File: config.mk
export PLATFORM = sky130hd
export DESIGN_NAME = decode_stage_flat
export DESIGN_NICKNAME = d
export VERILOG_FILES = /design/src/rtl/core_pkg.sv /design/src/rtl/decode_stage_if.sv /design/src/rtl/regfile16x8.sv /design/src/rtl/decode_stage.sv /design/src/flat_wrapper.sv
export SDC_FILE = /design/constraint.sdc
export NUM_CORES = 1
export LEC_CHECK = 0
export CELL_PAD_IN_SITES_DETAIL_PLACEMENT = 1
export CELL_PAD_IN_SITES_GLOBAL_PLACEMENT = 1
export CORE_ASPECT_RATIO = 0.8
export CORE_MARGIN = 4
export CORE_UTILIZATION = 42
export DETAILED_ROUTE_END_ITERATION = 8
export PLACE_DENSITY = 0.87
export SLEW_MARGIN = 5
export SYNTH_ARGS = -nofsm -noshare
export SYNTH_HDL_FRONTEND = slang
export SYNTH_HIERARCHICAL = 1
export SYNTH_SLANG_ARGS = --single-unit
File: constraint.sdc
create_clock -name clk -period 6.3 [get_ports clk]
set_input_delay 1.575 -clock clk [delete_from_list [all_inputs] [get_ports clk]]
set_output_delay 1.575 -clock clk [all_outputs]
set_load 0.01 [all_outputs]
File: src/rtl/core_pkg.sv
// Shared definitions for the 8-bit-PC / 16-bit-instruction core:
// field widths, opcodes, decode FSM states and the ID/EX register layout.
package core_pkg;

    localparam int DW = 8;
    localparam int IW = 16;
    localparam int RW = 4;

    localparam logic [3:0] OP_NOP  = 4'h0;
    localparam logic [3:0] OP_ADD  = 4'h1;
    localparam logic [3:0] OP_SUB  = 4'h2;
    localparam logic [3:0] OP_AND  = 4'h3;
    localparam logic [3:0] OP_OR   = 4'h4;
    localparam logic [3:0] OP_XOR  = 4'h5;
    localparam logic [3:0] OP_ADDI = 4'h6;
    localparam logic [3:0] OP_LD   = 4'h7;
    localparam logic [3:0] OP_ST   = 4'h8;
    localparam logic [3:0] OP_BEQ  = 4'h9;
    localparam logic [3:0] OP_JMP  = 4'hA;
    localparam logic [3:0] OP_HLT  = 4'hF;

    typedef enum logic [1:0] {
        RUN    = 2'd0,
        REPLAY = 2'd1,
        HALTED = 2'd2
    } state_t;

    typedef struct packed {
        logic          valid;
        logic [3:0]    opcode;
        logic [RW-1:0] rd;
        logic [RW-1:0] rs1;
        logic [RW-1:0] rs2;
        logic [DW-1:0] a;
        logic [DW-1:0] b;
        logic [DW-1:0] imm;
        logic [DW-1:0] pc;
    } idex_t;

    function automatic logic is_alu(input logic [3:0] op);
        return (op >= OP_ADD) && (op <= OP_XOR);
    endfunction

endpackage

File: src/rtl/decode_stage_if.sv
// Signal bundle between decode and its neighbours (fetch, EX/MEM hazard
// taps, writeback port, ID/EX register). Names match the legacy port list.
interface decode_stage_if;
    import core_pkg::*;

    logic [IW-1:0] if_instruction;
    logic [DW-1:0] if_pc;
    logic          if_valid;
    logic          ex_reg_write;
    logic          ex_mem_read;
    logic [RW-1:0] ex_rd;
    logic          mem_reg_write;
    logic [RW-1:0] mem_rd;
    logic          wb_we;
    logic [RW-1:0] wb_rd;
    logic [DW-1:0] wb_data;

    logic          stall;
    logic          flush;
    logic          PC_sel;
    logic          Jump;
    logic [DW-1:0] branch_target;
    logic          id_valid;
    logic [3:0]    id_opcode;
    logic [RW-1:0] id_rd;
    logic [RW-1:0] id_rs1;
    logic [RW-1:0] id_rs2;
    logic [DW-1:0] id_a;
    logic [DW-1:0] id_b;
    logic [DW-1:0] id_imm;
    logic [DW-1:0] id_pc;
    logic          halted;

    modport master (
        output if_instruction, if_pc, if_valid, ex_reg_write, ex_mem_read, ex_rd,
               mem_reg_write, mem_rd, wb_we, wb_rd, wb_data,
        input  stall, flush, PC_sel, Jump, branch_target, id_valid, id_opcode,
               id_rd, id_rs1, id_rs2, id_a, id_b, id_imm, id_pc, halted
    );

    modport slave (
        input  if_instruction, if_pc, if_valid, ex_reg_write, ex_mem_read, ex_rd,
               mem_reg_write, mem_rd, wb_we, wb_rd, wb_data,
        output stall, flush, PC_sel, Jump, branch_target, id_valid, id_opcode,
               id_rd, id_rs1, id_rs2, id_a, id_b, id_imm, id_pc, halted
    );

endinterface

File: src/rtl/regfile16x8.sv
// Register file: one write port, two combinational read ports that see a
// same-cycle write (write-through bypass). R0 is an ordinary register.
module regfile16x8 #(
    parameter int NREGS = 16,
    parameter int DW    = 8
) (
    input  logic                     clk,
    input  logic                     rst,
    input  logic                     we_i,
    input  logic [$clog2(NREGS)-1:0] waddr_i,
    input  logic [DW-1:0]            wdata_i,
    input  logic [$clog2(NREGS)-1:0] raddr1_i,
    output logic [DW-1:0]            rdata1_o,
    input  logic [$clog2(NREGS)-1:0] raddr2_i,
    output logic [DW-1:0]            rdata2_o
);

    logic [DW-1:0] mem_q [NREGS];

    always_ff @(posedge clk or posedge rst) begin
        if (rst) begin
            for (int unsigned i = 0; i < NREGS; i++) mem_q[i] <= '0;
        end else if (we_i) begin
            mem_q[waddr_i] <= wdata_i;
        end
    end

    assign rdata1_o = (we_i && (waddr_i == raddr1_i)) ? wdata_i : mem_q[raddr1_i];
    assign rdata2_o = (we_i && (waddr_i == raddr2_i)) ? wdata_i : mem_q[raddr2_i];

endmodule

File: src/rtl/decode_stage.sv
// Decode stage: field decode, register read, load-use / branch-operand
// hazards, BEQ/JMP resolution, RUN/REPLAY/HALTED control and the ID/EX register.
module decode_stage #(
    parameter int NREGS = 16,
    parameter int DW    = 8
) (
    input logic           clk,
    input logic           reset,
    decode_stage_if.slave dif
);
    import core_pkg::*;

    state_t        state_q, state_d;
    idex_t         id_q, id_d;
    logic [3:0]    op;
    logic [RW-1:0] rd, rs1, rs2;
    logic [RW-1:0] raddr1, raddr2;
    logic [DW-1:0] rdata1, rdata2;
    logic          cur_valid, active, go, issue;
    logic          is_beq, is_jmp, is_st;
    logic          load_use, br_haz, stall, pc_sel, jump;

    assign op  = dif.if_instruction[15:12];
    assign rd  = dif.if_instruction[11:8];
    assign rs1 = dif.if_instruction[7:4];
    assign rs2 = dif.if_instruction[3:0];

    assign is_beq = (op == OP_BEQ);
    assign is_jmp = (op == OP_JMP);
    assign is_st  = (op == OP_ST);

    // Port 1 reads rs1 (BEQ: rd); port 2 reads rs2 (ST data: rd, BEQ: rs1),
    // so the BEQ compare and both ST operands come straight off the ports.
    assign raddr1 = is_beq ? rd : rs1;
    assign raddr2 = is_st ? rd : (is_beq ? rs1 : rs2);

    regfile16x8 #(.NREGS(NREGS), .DW(DW)) u_rf (
        .clk      (clk),
        .rst      (reset),
        .we_i     (dif.wb_we),
        .waddr_i  (dif.wb_rd),
        .wdata_i  (dif.wb_data),
        .raddr1_i (raddr1),
        .rdata1_o (rdata1),
        .raddr2_i (raddr2),
        .rdata2_o (rdata2)
    );

    assign cur_valid = dif.if_valid || (state_q == REPLAY);
    assign active    = cur_valid && (state_q != HALTED);

    always_comb begin
        load_use = 1'b0;
        if (is_alu(op))                         load_use = (dif.ex_rd == rs1) || (dif.ex_rd == rs2);
        else if (op == OP_ADDI || op == OP_LD)  load_use = (dif.ex_rd == rs1);
        else if (is_st)                         load_use = (dif.ex_rd == rs1) || (dif.ex_rd == rd);
        load_use = load_use && dif.ex_mem_read;
    end

    assign br_haz = is_beq &&
        ((dif.ex_reg_write  && ((dif.ex_rd  == rd) || (dif.ex_rd  == rs1))) ||
         (dif.mem_reg_write && ((dif.mem_rd == rd) || (dif.mem_rd == rs1))));

    assign stall  = active && (load_use || br_haz);
    assign go     = active && !stall;
    assign pc_sel = go && is_beq && (rdata1 == rdata2);
    assign jump   = go && is_jmp;
    assign issue  = go && !is_beq && !is_jmp;

    assign dif.stall         = stall;
    assign dif.PC_sel        = pc_sel;
    assign dif.Jump          = jump;
    assign dif.flush         = pc_sel || jump;
    assign dif.branch_target = (active && is_beq) ? dif.if_pc + {{(DW-RW){rs2[RW-1]}}, rs2} : '0;

    always_comb begin
        id_d = '0;
        if (issue) begin
            id_d.valid  = 1'b1;
            id_d.opcode = (op >= 4'hB && op <= 4'hE) ? OP_NOP : op;
            id_d.rd     = rd;
            id_d.rs1    = rs1;
            id_d.rs2    = rs2;
            id_d.a      = rdata1;
            id_d.b      = rdata2;
            id_d.imm    = dif.if_instruction[7:0];
            id_d.pc     = dif.if_pc;
        end
    end

    always_comb begin
        state_d = state_q;
        case (state_q)
            HALTED:  state_d = HALTED;
            default: begin
                if (stall)                       state_d = REPLAY;
                else if (issue && op == OP_HLT)  state_d = HALTED;
                else                             state_d = RUN;
            end
        endcase
    end

    always_ff @(posedge clk or posedge reset) begin
        if (reset) begin
            state_q <= RUN;
            id_q    <= '0;
        end else begin
            state_q <= state_d;
            id_q    <= id_d;
        end
    end

    assign dif.id_valid  = id_q.valid;
    assign dif.id_opcode = id_q.opcode;
    assign dif.id_rd     = id_q.rd;
    assign dif.id_rs1    = id_q.rs1;
    assign dif.id_rs2    = id_q.rs2;
    assign dif.id_a      = id_q.a;
    assign dif.id_b      = id_q.b;
    assign dif.id_imm    = id_q.imm;
    assign dif.id_pc     = id_q.pc;
    assign dif.halted    = (state_q == HALTED);

endmodule

File: src/flat_wrapper.sv
// flat-port wrapper written by rule: the top's interface ports become plain ports
module decode_stage_flat import core_pkg::*;
#(
    parameter int NREGS = 16,
    parameter int DW    = 8
)
  (clk, reset, dif_if_instruction, dif_if_pc, dif_if_valid, dif_ex_reg_write, dif_ex_mem_read, dif_ex_rd, dif_mem_reg_write, dif_mem_rd, dif_wb_we, dif_wb_rd, dif_wb_data, dif_stall, dif_flush, dif_PC_sel, dif_Jump, dif_branch_target, dif_id_valid, dif_id_opcode, dif_id_rd, dif_id_rs1, dif_id_rs2, dif_id_a, dif_id_b, dif_id_imm, dif_id_pc, dif_halted);
  decode_stage_if dif_i ();
  input logic clk;
  input logic reset;
  input wire logic [$bits(dif_i.if_instruction)-1:0] dif_if_instruction;
  input wire logic [$bits(dif_i.if_pc)-1:0] dif_if_pc;
  input wire logic [$bits(dif_i.if_valid)-1:0] dif_if_valid;
  input wire logic [$bits(dif_i.ex_reg_write)-1:0] dif_ex_reg_write;
  input wire logic [$bits(dif_i.ex_mem_read)-1:0] dif_ex_mem_read;
  input wire logic [$bits(dif_i.ex_rd)-1:0] dif_ex_rd;
  input wire logic [$bits(dif_i.mem_reg_write)-1:0] dif_mem_reg_write;
  input wire logic [$bits(dif_i.mem_rd)-1:0] dif_mem_rd;
  input wire logic [$bits(dif_i.wb_we)-1:0] dif_wb_we;
  input wire logic [$bits(dif_i.wb_rd)-1:0] dif_wb_rd;
  input wire logic [$bits(dif_i.wb_data)-1:0] dif_wb_data;
  output wire logic [$bits(dif_i.stall)-1:0] dif_stall;
  output wire logic [$bits(dif_i.flush)-1:0] dif_flush;
  output wire logic [$bits(dif_i.PC_sel)-1:0] dif_PC_sel;
  output wire logic [$bits(dif_i.Jump)-1:0] dif_Jump;
  output wire logic [$bits(dif_i.branch_target)-1:0] dif_branch_target;
  output wire logic [$bits(dif_i.id_valid)-1:0] dif_id_valid;
  output wire logic [$bits(dif_i.id_opcode)-1:0] dif_id_opcode;
  output wire logic [$bits(dif_i.id_rd)-1:0] dif_id_rd;
  output wire logic [$bits(dif_i.id_rs1)-1:0] dif_id_rs1;
  output wire logic [$bits(dif_i.id_rs2)-1:0] dif_id_rs2;
  output wire logic [$bits(dif_i.id_a)-1:0] dif_id_a;
  output wire logic [$bits(dif_i.id_b)-1:0] dif_id_b;
  output wire logic [$bits(dif_i.id_imm)-1:0] dif_id_imm;
  output wire logic [$bits(dif_i.id_pc)-1:0] dif_id_pc;
  output wire logic [$bits(dif_i.halted)-1:0] dif_halted;
  assign dif_i.if_instruction = dif_if_instruction;
  assign dif_i.if_pc = dif_if_pc;
  assign dif_i.if_valid = dif_if_valid;
  assign dif_i.ex_reg_write = dif_ex_reg_write;
  assign dif_i.ex_mem_read = dif_ex_mem_read;
  assign dif_i.ex_rd = dif_ex_rd;
  assign dif_i.mem_reg_write = dif_mem_reg_write;
  assign dif_i.mem_rd = dif_mem_rd;
  assign dif_i.wb_we = dif_wb_we;
  assign dif_i.wb_rd = dif_wb_rd;
  assign dif_i.wb_data = dif_wb_data;
  assign dif_stall = dif_i.stall;
  assign dif_flush = dif_i.flush;
  assign dif_PC_sel = dif_i.PC_sel;
  assign dif_Jump = dif_i.Jump;
  assign dif_branch_target = dif_i.branch_target;
  assign dif_id_valid = dif_i.id_valid;
  assign dif_id_opcode = dif_i.id_opcode;
  assign dif_id_rd = dif_i.id_rd;
  assign dif_id_rs1 = dif_i.id_rs1;
  assign dif_id_rs2 = dif_i.id_rs2;
  assign dif_id_a = dif_i.id_a;
  assign dif_id_b = dif_i.id_b;
  assign dif_id_imm = dif_i.id_imm;
  assign dif_id_pc = dif_i.id_pc;
  assign dif_halted = dif_i.halted;
  decode_stage #(.NREGS(NREGS), .DW(DW)) u_core (.clk(clk), .reset(reset), .dif(dif_i));
endmodule
## After elaboration in Yosys (flattened, before gate mapping)

Index checks and enable logic that the tools add are counted.

| word-level totals | value |
|---|---|
| bits in registers | 179 |
| latch bits | 0 |
| bits in writable memories | 0 |
| ROM bits | 0 |
| bits of input ports | 51 |
| output and inout bits | 62 |
| word-level logic and storage cells | 108 |
| memories | 0 |

| operators by class | value |
|---|---|
| add/subtract/negate cells | 1 |
| $mul | 0 |
| div/mod/pow operators | 0 |
| magnitude comparators | 8 |
| equal/unequal tests | 17 |
| shifts and indexed selects | 0 |
| multiplexer cells | 23 |
| bitwise operators | 3 |
| reduce and logical (&&, ||, !) cells | 30 |

Operator list:

| kind | number |
|---|---|
| bitwise mux 128 bit | 1 |
| binary-select mux 8 bit (select 4 bit) | 2 |
| two-way mux 8 bit | 8 |
| two-way mux 49 bit | 1 |
| demux 8 bit (select 4 bit) | 1 |
| == test 4 bit | 7 |
| logical AND 1 bit | 19 |
| == test 4 bit, second input constant | 4 |
| two-way mux 4 bit | 4 |
| greater-or-equal comparator 5 bit, second input constant | 3 |
| NOT 4 -> 5 bit | 3 |
| adder 8 bit | 1 |
| == test 4 x 3 -> 1 bit, second input constant | 2 |
| == test 8 bit | 1 |
| logical OR 1 bit | 8 |
| two-way mux 2 bit | 3 |
| less-than comparator 5 x 1 -> 1 bit, second input constant | 1 |
| greater-or-equal comparator 4 x 1 -> 1 bit, second input constant | 1 |
| greater-or-equal comparator 4 bit, second input constant | 1 |
| <= comparator 4 x 3 -> 1 bit, second input constant | 1 |
| <= comparator 4 bit, second input constant | 1 |
| zero test 1 bit | 3 |
| two-way mux 1 bit | 3 |
| == test 2 x 1 -> 1 bit, second input constant | 1 |
| other kinds (2) | 2 |

## Logic depth before layout (Yosys ltp)

| depth | value |
|---|---|
| depth after elaboration | 16 |
| mapped depth | 17 |
| depth with buffers taken out | 12 |

## Modules after synthesis

Netlist, hierarchy kept.

Modules (own cells, without submodules):

| module | times used | cells each | area an instance (sq um) | sequential area each (sq um) |
|---|---|---|---|---|
| regfile16x8 | 1 | 459 | 7363.3 | 3203.1 |
| decode_stage | 1 | 274 | 2503.7 | 1076.0 |

## Worst setup path after synthesis

OpenSTA, ideal clock, no wires.

| timing | value |
|---|---|
| path type | input to output |
| start point | input port dif_if_instruction[15] |
| end point | output port dif_PC_sel |
| data arrival time | 5016 ps |
| required time | 4725 ps |
| slack | -291 ps |
| stages on the path | 14 |
| path buffers | 4 |
| path through | buf_2 > nand2b_4 > nor3b_4 > buf_2 > mux2_2 > buf_6 > buf_6 > xor2_1 > nor4_4 > mux2_2 > xnor2_1 > nand4_1 > or4_4 > nor3_1 |

| between the ends | value |
|---|---|
| elaborated cells on any way between the ends | 37 |
| classes of those cells | 2 x order compare; 7 x eq/ne; 14 x mux; 2 x bitwise; 12 x reduce/logical |

RTL lines:

| item | RTL line | source |
|---|---|---|
| start, declared | flat_wrapper.sv:11 | `input wire logic [$bits(dif_i.if_instruction)-1:0] dif_if_instruction;` |
| == test 4 bit * | decode_stage.sv:28 | `assign is_beq = (op == OP_BEQ);` |
| two-way mux 4 bit * | decode_stage.sv:34 | `assign raddr1 = is_beq ? rd : rs1;` |
| net u_core.raddr1[0] | decode_stage.sv:17 | `logic [RW-1:0] raddr1, raddr2;` |
| NOT 4 -> 5 bit (not written as such) | regfile16x8.sv:28 | `assign rdata1_o = (we_i && (waddr_i == raddr1_i)) ? wdata_i : mem_q[raddr1_i];` |
| binary-select mux 8 bit (select 4 bit) | regfile16x8.sv:28 |  |
| two-way mux 8 bit (not written as such) (2 in a row) | regfile16x8.sv:28 |  |
| two-way mux 8 bit * | regfile16x8.sv:28 |  |
| net u_core.rdata1[0] | decode_stage.sv:18 | `logic [DW-1:0] rdata1, rdata2;` |
| == test 8 bit * | decode_stage.sv:66 | `assign pc_sel = go && is_beq && (rdata1 == rdata2);` |
| logical AND 1 bit * | decode_stage.sv:66 |  |
| end, declared | flat_wrapper.sv:24 | `output wire logic [$bits(dif_i.PC_sel)-1:0] dif_PC_sel;` |

The timed path passes the listed nets; every way through them passes the cells marked *. The select of a mux whose other input is x is not followed.

## Worst setup path after layout

| timing | value |
|---|---|
| start point | input port dif_if_instruction[14] |
| end point | output port dif_flush |

| between the ends | value |
|---|---|
| elaborated cells on any way between the ends | 40 |
| classes of those cells | 2 x order compare; 8 x eq/ne; 14 x mux; 2 x bitwise; 14 x reduce/logical |

RTL lines:

| item | RTL line | source |
|---|---|---|
| == test 4 bit | decode_stage.sv:28 |  |
| two-way mux 4 bit | decode_stage.sv:35 | `assign raddr2 = is_st ? rd : (is_beq ? rs1 : rs2);` |
| two-way mux 4 bit * | decode_stage.sv:35 |  |
| net u_core.raddr2[0] | decode_stage.sv:17 |  |
| NOT 4 -> 5 bit (not written as such) | regfile16x8.sv:29 | `assign rdata2_o = (we_i && (waddr_i == raddr2_i)) ? wdata_i : mem_q[raddr2_i];` |
| binary-select mux 8 bit (select 4 bit) | regfile16x8.sv:29 |  |
| two-way mux 8 bit (not written as such) (2 in a row) | regfile16x8.sv:29 |  |
| two-way mux 8 bit * | regfile16x8.sv:29 |  |
| net u_core.rdata2[4] | decode_stage.sv:18 |  |
| == test 8 bit * | decode_stage.sv:66 |  |
| logical AND 1 bit * | decode_stage.sv:66 |  |
| logical OR 1 bit * | decode_stage.sv:73 | `assign dif.flush = pc_sel \|\| jump;` |
| end, declared | flat_wrapper.sv:23 | `output wire logic [$bits(dif_i.flush)-1:0] dif_flush;` |

Marks and branches as above.

==> metrics list <==
- Cts bufs inserted: 17
- The worst pin sits at a relative slew slack of between 10% and 20%.
* Internal power contribution: approximately 2.7 mW
- In the post-route analysis, the smallest setup slack over all paths is -0.754 ns.
- Critical path endpoint category: output port
- Yosys reg bits: between 150 and 200
- Number of synthesized flops with an enable pin: 0
- Yosys cell types: 49
- In this run the worst hold path is classified as reg -> reg.
- Length of routed wiring on met1: ~14000 um
- Detailed routing inserted a total of around 7500 vias.
- Synth Cell Area: between 0.009 and 0.01 mm^2
* Setup Viol. Count Final: 2
- Gp weighted congestion: 0.846
- Highest metal used: met4
- Remaining global-route overflow: 0
* Most frequently used cell type in the post-synthesis netlist: sky130_fd_sc_hd__dfrtp_1
- Detailed routing placed a total of between 15000 and 20000 um of wire on met2.
- The initial utilization of the core area, before any placement, comes to about 43%.
* Leakage: 5.54 nW
- Comb pwr share: 34.9%
* Number of vias per cell: approximately 6.1
- The clock passes through at most 2 buffers.
- Sequential-to-total area share from yosys stat: a little over two fifths
- Worst Clk Skew: between 0.008 and 0.009 ns
- Dividing the detail-routed wire length by the instance count gives about 28 um.
- Clock share of power: between 20% and 30%
- For this run, the post-layout net count is between 900 and 1000.
- In this run the clock root is driven by a sky130_fd_sc_hd__clkbuf_16.
- Startpoint type of the worst setup path: input pin
- After routing, the total negative slack on setup checks comes to -1.39 ns.
- Dividing total power by cell area gives a power density of roughly 310 mW/mm^2.
* Hold-fix buffers, CTS: 0
- Async SR Flop Fraction: 100%
* Clk Latency, worst-skew pair: 0.44 ns
- Width of the chip: roughly 180 um
- Yosys warning count: 6
- In this run the remaining antenna-violating nets after routing total 0.
- Post-synth top area share: a little over two fifths
- The HPWL after detailed placement is around 22000 um.
- Synthesis handed over a netlist of 733 instances.
- H-tree depth reported by CTS: 4
- From bottom edge to top edge, the die measures approximately 150 um.
* Data required time at the worst endpoint: 4.72 ns
- The number of nets in the synthesized netlist is about 800.
- The slowest stage of the critical path is the sky130_fd_sc_hd__or4_4 cell.
- Tmin final: approximately 7 ns
* Worst Hold Slack: ~0.53 ns
- The signal on the critical path passes through buf_6 -> nand2b_4 -> buf_4 -> buf_4 -> nor3_4 -> nand2_1 -> o21ai_4 -> buf_12 -> buf_12 -> mux4_1 -> mux2i_1 -> mux2i_1 -> mux2_2 -> xnor2_2 -> nand4_1 -> or4_4 -> a211oi_4 -> buf_2.
- By area the synthesized netlist is led by sky130_fd_sc_hd__dfrtp_1, sky130_fd_sc_hd__mux2_2, sky130_fd_sc_hd__mux4_2, sky130_fd_sc_hd__mux4_1, sky130_fd_sc_hd__mux2i_1.
- The flow ran to the end, but the final reports show violations.
- Clock sink count: about 170
* Clock slew at the register clock pins of the worst setup and hold paths: 0.06 ns
- The critical path is of the in -> out type.
* Clock tree from TritonCTS: built
- Data on the critical path arrives at its endpoint at 5.48 ns.
* Final design area excluding fillers: between 0.01 and 0.015 mm^2
- Router iterations before antenna repair: 5
- Summed over all layers, the routed wires come to between 30000 and 40000 um.
- Layout cells sized above 1: between 30% and 40%
- Mean instance size in the synthesized netlist: around 13 um^2
- The number of antenna violations at the first check in global routing came to 2.
- The analysis attributes to net switching a power of between 1 and 1.5 mW.
* Switching power share of the total: 32.8%
- In this run, flip-flops and latches consume 39.0% of the power.
- Library cell occupying the most area in the post-synthesis netlist: sky130_fd_sc_hd__dfrtp_1
- After layout, the worst path uses 112% of the clock period.
- Setup repair after global routing missed its margin: yes
* Max Fclk: 142 MHz
- Slew at the pin with the worst max-slew slack: between 1 and 1.5 ns
- Residual DRC: 0
- The tool flagged a number of max-cap violations equal to 0.
* First-iteration detailed-routing DRC count: ~720
- The largest single stage delay on the critical path is about 0.60 ns.
* Hold violation count in the final report: 0
- The first global-routing pass estimated ~51000 um of wire.
- The routed design uses around 2500 um of met3 wire.
- Compared with the post-synthesis result, the final layout area differs by 28.4%.
- Max-slew violation total from the final report: 0
* Core box area: between 0.02 and 0.025 mm^2
* Worst Path Max Fanout: 12
- The final reports fail on setup timing.
- Final Util: a little under three fifths
- Standard-cell rows: 49
- Cell types with the highest counts after synthesis: sky130_fd_sc_hd__dfrtp_1, sky130_fd_sc_hd__mux2_2, sky130_fd_sc_hd__nand2_1
- IR analysis of the VDD net gives a maximum drop of around 140 uV.
- Number of buffers added on ports: 112
* Area of placed instances: 0.0118 mm^2
* Vias in the first global route: a little over 8000
- Main synth FF type: sky130_fd_sc_hd__dfrtp_1
- Global-route usage over all layers: roughly 26%
- Entering global routing, the biggest net connects 63 pins.
- OpenSTA, run right after detailed placement, puts the worst setup slack at -1.27 ns.
* Ports placed on the boundary: between 100 and 150
- The die covers about 0.026 mm^2.
through the flow:
step                instances  power (mW)
finish                   1235        3.98
global route             1235        4.14
CTS                      1225        3.90
detailed placement       1185        2.79
global placement         1185        2.70
floorplan                 733        2.28
state kept, by name, indices dropped and copies added, names as in the netlist:
name and count:
u_core/dif.id_imm 8, u_core/dif.id_valid 1, u_core/u_rf/mem_q 128, u_core/dif.id_a 8, u_core/state_q 2, u_core/dif.id_opcode 4, u_core/dif.id_pc 8, u_core/dif.id_rd 4
u_core/dif.id_b 8
power groups by stage:
stage	clock, mW	combinational (mW)	sequential [mW]
after CTS	1.05	1.32	1.54
after detailed placement	0	1.25	1.54
final	1.04	1.39	1.55
after global routing	1.10	1.46	1.57
after global placement	0	1.19	1.52
after floorplan	0	0.783	1.50
cells in the final DEF, fill, tap and decap left out, types with 3 or more instances in the layout:
cell type                           n
sky130_fd_sc_hd__a21oi_1            9
sky130_fd_sc_hd__and3_1             3
sky130_fd_sc_hd__buf_12            11
sky130_fd_sc_hd__buf_2              4
sky130_fd_sc_hd__buf_4             89
sky130_fd_sc_hd__buf_6              7
sky130_fd_sc_hd__clkbuf_16         17
sky130_fd_sc_hd__clkdlybuf4s50_1  104
sky130_fd_sc_hd__clkinv_2           4
sky130_fd_sc_hd__clkinv_4           3
sky130_fd_sc_hd__dfrtp_1          171
sky130_fd_sc_hd__ha_1               7
sky130_fd_sc_hd__inv_6              3
sky130_fd_sc_hd__mux2_1             3
sky130_fd_sc_hd__mux2_2           134
sky130_fd_sc_hd__mux2_4            11
sky130_fd_sc_hd__mux2i_1           47
sky130_fd_sc_hd__mux2i_2            4
sky130_fd_sc_hd__mux4_1            21
sky130_fd_sc_hd__mux4_2            43
sky130_fd_sc_hd__nand2_1           59
sky130_fd_sc_hd__nand2b_1           4
sky130_fd_sc_hd__nor2_1            52
sky130_fd_sc_hd__nor2_2             9
sky130_fd_sc_hd__nor2b_1            3
sky130_fd_sc_hd__o21a_1             4
sky130_fd_sc_hd__o21ai_0            6
sky130_fd_sc_hd__or3_1              5
sky130_fd_sc_hd__xnor2_1           12
sky130_fd_sc_hd__xnor2_2            3
sky130_fd_sc_hd__xor2_1            25
final cells by class:
class                           count  area [um^2]
Fill cell                        2242        10100
Multi-Input combinational cell    502         5350
Antenna cell                        2         5.00
Inverter                            3         13.8
Clock buffer                       19          443
Tap cell                          306          383
Timing Repair Buffer              219         2080
Sequential cell                   171         4280
Clock inverter                     13          118
repair_timing:
item | CTS | global route
pin swaps | 8 | 7
endpoints found under the setup margin | 2 | 2
resized for setup | 45 | 9
cloned | 2 | 0
setup buffers | 6 | 9
metal layers:
metal	track usage, %	up-vias
met5	0	-
met4	8.30	0
met3	5.62	86
met2	41.9	367
met1	34.7	4040
li1	-	3056
critical path, delay by kind of cell:
family / cells / cell delay, ns
muxes: 4 / 1.23
AOI/OAI and AO/OA: 2 / 0.37
and+or+nand+nor: 5 / 1.24
xor gates and xnor gates: 1 / 0.21
buffers and inverters: 6 / 0.84
logic make-up (layout without fill, tap and decap cells):
group           Yosys count  in the layout  synth area share, %
flops                   171            171                 43.4
other cells               0              2                    0
buf+inv                  60            254                 4.18
xor+xnor                 43             43                 3.82
fa+ha+maj                 8              8                 1.09
compound gates           34             34                 2.33
mux                     264            264                 37.6
simple gates            153            153                 7.60
path summary, 6_finish.rpt:
path | from | endpoint | slack, ns | cells after the start
min in group asynchronous | reset | u_core/u_rf/mem_q[75] | 1.54 | 2
max in group asynchronous | reset | u_core/u_rf/mem_q[100] | 3.60 | 3
worst max-delay path | dif_if_instruction[14] | dif_flush | -0.75 | 18
worst min register to register | u_core/u_rf/mem_q[103] | u_core/u_rf/mem_q[103] | 0.53 | 1
worst max register to register | u_core/state_q[0] | u_core/dif.id_b[0] | 4.08 | 5
worst min-delay path | u_core/u_rf/mem_q[103] | u_core/u_rf/mem_q[103] | 0.53 | 1
(Power assumes the default switching activity.)
